**src/rtl/mod3_check_pkg.sv**
```systemverilog
// mod3_check_pkg
//   Shared types and the residue step function for the divide-by-3 checker.
//   sched_state_t : scheduler FSM states (IDLE, SHIFT, RESP)
//   residue_t     : 2-bit residue; the encoding 2'd3 is never produced
//   next_residue  : one MSB-first step, r' = (2r + b) mod 3
package mod3_check_pkg;

    typedef enum logic [1:0] {
        IDLE  = 2'd0,
        SHIFT = 2'd1,
        RESP  = 2'd2
    } sched_state_t;

    typedef enum logic [1:0] {
        REM0 = 2'd0,
        REM1 = 2'd1,
        REM2 = 2'd2
    } residue_t;

    function automatic residue_t next_residue(residue_t r, logic b);
        residue_t n;
        case (r)
            REM0:    n = b ? REM1 : REM0;
            REM1:    n = b ? REM0 : REM2;
            REM2:    n = b ? REM2 : REM1;
            default: n = REM0;
        endcase
        return n;
    endfunction

endpackage

```
**src/rtl/mod3_serial_core.sv**
```systemverilog
// mod3_serial_core
//   Bit-serial mod-3 residue accumulator, bits presented MSB first.
//   clk     in  clock, rising edge
//   rst_n   in  synchronous active-low reset, clears residue
//   clr     in  clear residue to 0 (takes priority over bit_vld)
//   bit_vld in  consume bit_in this cycle
//   bit_in  in  next data bit
//   rem     out current residue
module mod3_serial_core
    import mod3_check_pkg::*;
(
    input  logic     clk,
    input  logic     rst_n,
    input  logic     clr,
    input  logic     bit_vld,
    input  logic     bit_in,
    output residue_t rem
);

    residue_t rem_q;

    always_ff @(posedge clk) begin
        if (!rst_n) begin
            rem_q <= REM0;
        end else if (clr) begin
            rem_q <= REM0;
        end else if (bit_vld) begin
            rem_q <= next_residue(rem_q, bit_in);
        end
    end

    assign rem = rem_q;

endmodule

```
**src/rtl/mod3_check_sched.sv**
```systemverilog
// mod3_check_sched
//   Shares one serial mod-3 engine among NUM_REQ requesters. A winner is
//   picked round-robin (or fixed-priority when MOD3_FIXED_PRIO_EN is
//   defined), its word is shifted MSB-first through the engine, and the
//   remainder / divisible flag / owner ID come back on one response channel.
//
//   Build option: `define MOD3_FIXED_PRIO_EN -> lowest asserted index wins,
//   no round-robin pointer. Default build is round-robin.
//
//   Ports
//   i_clk        in   clock, rising edge
//   i_rst_n      in   synchronous active-low reset
//   i_req_valid  in   [NUM_REQ]         per-requester valid
//   o_req_ready  out  [NUM_REQ]         one-hot accept (IDLE only)
//   i_req_data   in   [NUM_REQ*DATA_W]  requester k at [k*DATA_W +: DATA_W]
//   o_rsp_valid  out  response valid
//   i_rsp_ready  in   response accept
//   o_rsp_id     out  [ID_W] owning requester
//   o_rsp_rem    out  [2] word mod 3
//   o_rsp_div3   out  word divisible by 3
//   o_busy       out  high in SHIFT or RESP
//
//   state | meaning
//   IDLE  | arbitrating; o_req_ready shows the winner combinationally
//   SHIFT | feeding DATA_W bits, one per cycle, into the residue core
//   RESP  | response held until i_rsp_ready
module mod3_check_sched
    import mod3_check_pkg::*;
#(
    parameter  int NUM_REQ = 4,
    parameter  int DATA_W  = 8,
    localparam int ID_W    = $clog2(NUM_REQ)
) (
    input  logic                      i_clk,
    input  logic                      i_rst_n,
    input  logic [NUM_REQ-1:0]        i_req_valid,
    output logic [NUM_REQ-1:0]        o_req_ready,
    input  logic [NUM_REQ*DATA_W-1:0] i_req_data,
    output logic                      o_rsp_valid,
    input  logic                      i_rsp_ready,
    output logic [ID_W-1:0]           o_rsp_id,
    output logic [1:0]                o_rsp_rem,
    output logic                      o_rsp_div3,
    output logic                      o_busy
);

    localparam int CNT_W = $clog2(DATA_W + 1);

    sched_state_t        state_q, state_d;
    logic [ID_W-1:0]     id_q;
    logic [DATA_W-1:0]   shreg_q;
    logic [CNT_W-1:0]    cnt_q;
    logic [NUM_REQ-1:0]  grant;
    logic [ID_W-1:0]     win_id;
    logic                win_vld;
    logic                accept;
    logic                shift_en;
    residue_t            rem;

`ifdef MOD3_FIXED_PRIO_EN
    // Scan from the top so the lowest asserted index is the last writer.
    always_comb begin
        win_vld = 1'b0;
        win_id  = '0;
        for (int i = NUM_REQ - 1; i >= 0; i--) begin
            if (i_req_valid[i]) begin
                win_vld = 1'b1;
                win_id  = ID_W'(i);
            end
        end
    end
`else
    logic [ID_W-1:0] ptr_q;

    // Search from ptr_q upward; the wrap is done by subtraction so a
    // non-power-of-two NUM_REQ still walks only legal indices.
    always_comb begin
        logic [ID_W:0]   sum;
        logic [ID_W-1:0] cand;
        win_vld = 1'b0;
        win_id  = '0;
        sum     = '0;
        cand    = '0;
        for (int i = 0; i < NUM_REQ; i++) begin
            sum = {1'b0, ptr_q} + (ID_W+1)'(i);
            if (sum >= (ID_W+1)'(NUM_REQ)) begin
                sum = sum - (ID_W+1)'(NUM_REQ);
            end
            cand = sum[ID_W-1:0];
            if (!win_vld && i_req_valid[cand]) begin
                win_vld = 1'b1;
                win_id  = cand;
            end
        end
    end

    always_ff @(posedge i_clk) begin
        if (!i_rst_n) begin
            ptr_q <= '0;
        end else if (accept) begin
            ptr_q <= (win_id == ID_W'(NUM_REQ - 1)) ? '0 : win_id + ID_W'(1);
        end
    end
`endif

    assign grant = win_vld ? (NUM_REQ'(1) << win_id) : '0;

    // State register
    always_ff @(posedge i_clk) begin
        if (!i_rst_n) begin
            state_q <= IDLE;
        end else begin
            state_q <= state_d;
        end
    end

    // Next state
    always_comb begin
        state_d = state_q;
        case (state_q)
            IDLE:    if (win_vld) state_d = SHIFT;
            SHIFT:   if (cnt_q == CNT_W'(DATA_W - 1)) state_d = RESP;
            RESP:    if (i_rsp_ready) state_d = IDLE;
            default: state_d = IDLE;
        endcase
    end

    // Outputs; response fields are forced to 0 outside RESP so a stale
    // residue never shows up as a spurious div3.
    always_comb begin
        accept      = (state_q == IDLE) && win_vld;
        shift_en    = (state_q == SHIFT);
        o_req_ready = (state_q == IDLE) ? grant : '0;
        o_rsp_valid = (state_q == RESP);
        o_busy      = (state_q != IDLE);
        o_rsp_id    = o_rsp_valid ? id_q : '0;
        o_rsp_rem   = o_rsp_valid ? rem : 2'd0;
        o_rsp_div3  = o_rsp_valid && (rem == REM0);
    end

    always_ff @(posedge i_clk) begin
        if (!i_rst_n) begin
            id_q    <= '0;
            shreg_q <= '0;
            cnt_q   <= '0;
        end else if (accept) begin
            id_q    <= win_id;
            shreg_q <= i_req_data[int'(win_id)*DATA_W +: DATA_W];
            cnt_q   <= '0;
        end else if (shift_en) begin
            shreg_q <= {shreg_q[DATA_W-2:0], 1'b0};
            cnt_q   <= cnt_q + CNT_W'(1);
        end
    end

    mod3_serial_core u_core (
        .clk     (i_clk),
        .rst_n   (i_rst_n),
        .clr     (accept),
        .bit_vld (shift_en),
        .bit_in  (shreg_q[DATA_W-1]),
        .rem     (rem)
    );

endmodule

```
**config.mk**
```make
export PLATFORM = sky130hd
export DESIGN_NAME = mod3_check_sched
export DESIGN_NICKNAME = d
export VERILOG_FILES = /design/src/rtl/mod3_check_pkg.sv /design/src/rtl/mod3_serial_core.sv /design/src/rtl/mod3_check_sched.sv
export SDC_FILE = /design/constraint.sdc
export NUM_CORES = 1
export LEC_CHECK = 0
export ABC_AREA = 1
export ABC_CLOCK_PERIOD_IN_PS = 2600
export BUFFER_PORTS_ARGS = -buffer_cell sky130_fd_sc_hd__buf_2
export CAP_MARGIN = 10
export CORE_MARGIN = 2
export CORE_UTILIZATION = 36
export DETAILED_ROUTE_END_ITERATION = 16
export HOLD_SLACK_MARGIN = 0.15
export SYNTH_ARGS = -nofsm -noshare
export SYNTH_HDL_FRONTEND = slang
export SYNTH_HIERARCHICAL = 1
export SYNTH_SLANG_ARGS = --single-unit
export TNS_END_PERCENT = 1
```
**constraint.sdc**
```tcl
create_clock -name i_clk -period 2.6 [get_ports i_clk]
set_clock_uncertainty 0.05 [all_clocks]
set_input_delay 0.52 -clock i_clk [delete_from_list [all_inputs] [get_ports i_clk]]
set_output_delay 0.52 -clock i_clk [all_outputs]
set_load 0.02 [all_outputs]
```
==> reports/summary.txt <==
Initial Util: 37.77%
status: finished clean
Core Region: 0.004058 mm²
Mapped Cells: 246
Final #Nets: 346
Worst path slowest cell: dfxtp_2
CP Class: reg -> out
final worst-path setup slack: 105.5 ps
Peak VDD IR: 485.8 µV
CP dominant cell by count: nand2_1
Distinct cells, synth: 29
worst relative slew slack: 74.39%
Root Buffer: clkbuf_8
CTS Buffer Depth: 2
Setup TNS: 0 ps
area grow syn2layout: 29.39%
Clock Pin Slew Worst Setup and Hold Paths: 60 ps
Worst-Skew Late Latency: 250 ps
Buf/Inv on CP: 4
number of diodes: 0
vias in the first global route: 1606
largest net degree at the start of global routing: 17
Top delay family on crit path: simple AND/OR/NAND/NOR gates
grt ovf: 0
num rows: 23
final cycle utilization of the critical path: 95.94%
dpl ws: 79.85 ps
total track usage: 17.11%
ANT nets after route: 0
Die Y: 69.25 µm
die area: 0.004796 mm²
TritonRoute pass-1 iters: 4
fill cell count: 444
Die Width: 69.25 µm
crit path time final: 2494 ps
wire per inst: 11.43 µm
syn nets: 287
Worst path max stage delay: 340 ps
type of origin of the critical path: register
drt drc: 0
DR vias: 1721
CTS Sinks: 20
placed inst area: 0.001869 mm²
Register Area: 402.9 µm²
Port-buffer cells: 49
Worst Path Required: 2030 ps
Data arrival, critical path: 1920 ps
Hold Path Class: reg -> reg
Synth Register Bits: 20
initial antenna violation count: 0
reg2reg path depth: 15
share of layout cells above drive strength 1: 29.70%
path length in cells of the critical path: 13
Synth Cell Area: 0.001533 mm²
worst hold slack after final layout: 410.0 ps
Final Hold Viols: 0
CTS Hold Bufs: 0
Routed WL: 4034 µm
H-tree depth: 1
final number of setup-violating endpoints: 0
worst-path maximum fanout: 10
Slew @ Worst Pin: 383.7 ps
CTS tree: yes
final instance area: 0.001983 mm²
CTS Buf Count: 3
post-synthesis area per instance: 6.231 µm²
vias per cell: 4.875
Pins Over Slew Limit: 0
max cap viols: 0
Max Clock Freq: 0.4009 GHz
placer congestion estimate: 0.8626
DRT iter0 DRCs: 70
IO Count: 50
sequential area share after synthesis: 26.12%
worst hold stages: 2
first-pass GRT wire length: 6996 µm
leakage dissipation: 0.9983 nW
Worst Setup End Kind: output pin
Synth Warn #: 6
multi-input logic area: 935.9 µm²
crit path cell chain: buf_12 > inv_8 > nand2_1 > nand2_1 > nand2_1 > nand2_2 > nor2_4 > nand3_4 > nand3_4 > buf_12 > nand2_2 > nor2_1 > buf_2
HPWL after DPL: 3090 µm
pwr dens: 1171 mW/mm²
worst min-delay path, delay by kind of cell, from the launching register on:
family,cells,cell delay [ps]
buffers and inverters,1,60
DFF,1,300
AOI/OAI and AO/OA,1,60
synthesized netlist by cell type:
| library cell | n | area, µm² |
|---|---|---|
| ha_1 | 2 | 25.02 |
| a21oi_2 | 1 | 8.760 |
| buf_2 | 5 | 25.02 |
| clkbuf_1 | 2 | 7.510 |
| nand2_1 | 59 | 221.5 |
| xor2_1 | 2 | 17.52 |
| o21ai_1 | 1 | 5.000 |
| inv_6 | 1 | 8.760 |
| nor2_4 | 1 | 11.26 |
| inv_1 | 35 | 131.4 |
| nor3_1 | 2 | 10.01 |
| o22a_1 | 1 | 8.760 |
| nand3_4 | 2 | 35.03 |
| a21oi_1 | 14 | 70.07 |
| buf_6 | 3 | 33.78 |
| nand2_2 | 6 | 37.54 |
| nand2_4 | 1 | 11.26 |
| nor2_2 | 2 | 12.51 |
| nand3_2 | 1 | 10.01 |
| nand4_1 | 19 | 118.9 |
| o21ai_0 | 5 | 25.02 |
| inv_2 | 2 | 7.510 |
| nand3_1 | 34 | 170.2 |
| o22ai_1 | 6 | 37.54 |
| xnor2_1 | 1 | 8.760 |
| nand3b_1 | 1 | 7.510 |
| and2_1 | 1 | 6.260 |
| dfxtp_1 | 20 | 400.4 |
| nor2_1 | 16 | 60.06 |
final cells by class:
cell class	count	area share (%)
well taps	50	3.155
repair buffers	64	19.68
clock buffers	3	2.082
multi-input cells	178	47.19
flip-flops and latches	20	20.32
inverters	38	7.571
cells by family (layout without fill, tap and decap cells):
kind of cell,after synthesis,in the layout,share of synthesized area (%)
adders and majority gates,2,2,1.632
buffers and inverters,48,105,13.96
DFF,20,20,26.12
and+or+nand+nor,145,145,46.45
xor gates and xnor gates,3,3,1.715
AOI/OAI and AO/OA,28,28,10.12
layer usage:
layer  GRT usage [%]  vias up  wire length [µm]
met5               0        -                 0
met2           28.21       49              1848
li1                -      926                 -
met4           1.961        0                19
met1           23.10      744              1904
met3           4.651        2               261
repair_timing:
action | in CTS | in global routing
pin swaps | 0 | 3
endpoints found under the hold margin | 0 | 0
gates resized for setup | 1 | 9
setup buffers | 1 | 3
endpoints found under the setup margin | 1 | 3
registers in the layout (all words and copies together) (netlist names):
name / cells
u_core/rem: 2
ptr_q: 2
cnt_q: 4
state_q: 2
shreg_q: 8
id_q: 2
layout by cell type, fill, tap and decap left out, drive strengths merged:
master  Yosys  layout
nor3        2       2
o21ai       6       6
ha          2       2
o22ai       6       6
nand2      66      66
nand4      19      19
xnor2       1       1
o22a        1       1
inv        38      38
nand3b      1       1
xor2        2       2
buf         8      64
nor2       19      19
and2        1       1
dfxtp      20      20
clkbuf      2       3
nand3      37      37
a21oi      15      15
through the flow:
step / instances / utilization, % / power [mW]
after floorplan: 246 / - / 1.555
after global placement: 346 / 46.07 / 1.962
after detailed placement: 346 / 46.07 / 1.967
after CTS: 350 / 47.33 / 2.194
after global routing: 353 / 48.87 / 2.570
final: 353 / 48.87 / 2.322
report_power, final:
part	switching, mW	leakage (nW)	internal [mW]
logic	1.01	0.812	0.697
registers	0.0376	0.165	0.387
clock network	0.0916	0.0216	0.103
final timing paths:
path | start | to | slack (ps)
max | ptr_q[0]$_SDFFE_PN0P_ | o_req_ready[2] | 110
min | id_q[0]$_SDFFE_PN0P_ | id_q[0]$_SDFFE_PN0P_ | 410
max reg2reg | ptr_q[0]$_SDFFE_PN0P_ | shreg_q[4]$_SDFFE_PN0P_ | 530
min reg2reg | id_q[0]$_SDFFE_PN0P_ | id_q[0]$_SDFFE_PN0P_ | 410
Note: power is estimated with default switching activity, not from simulation.
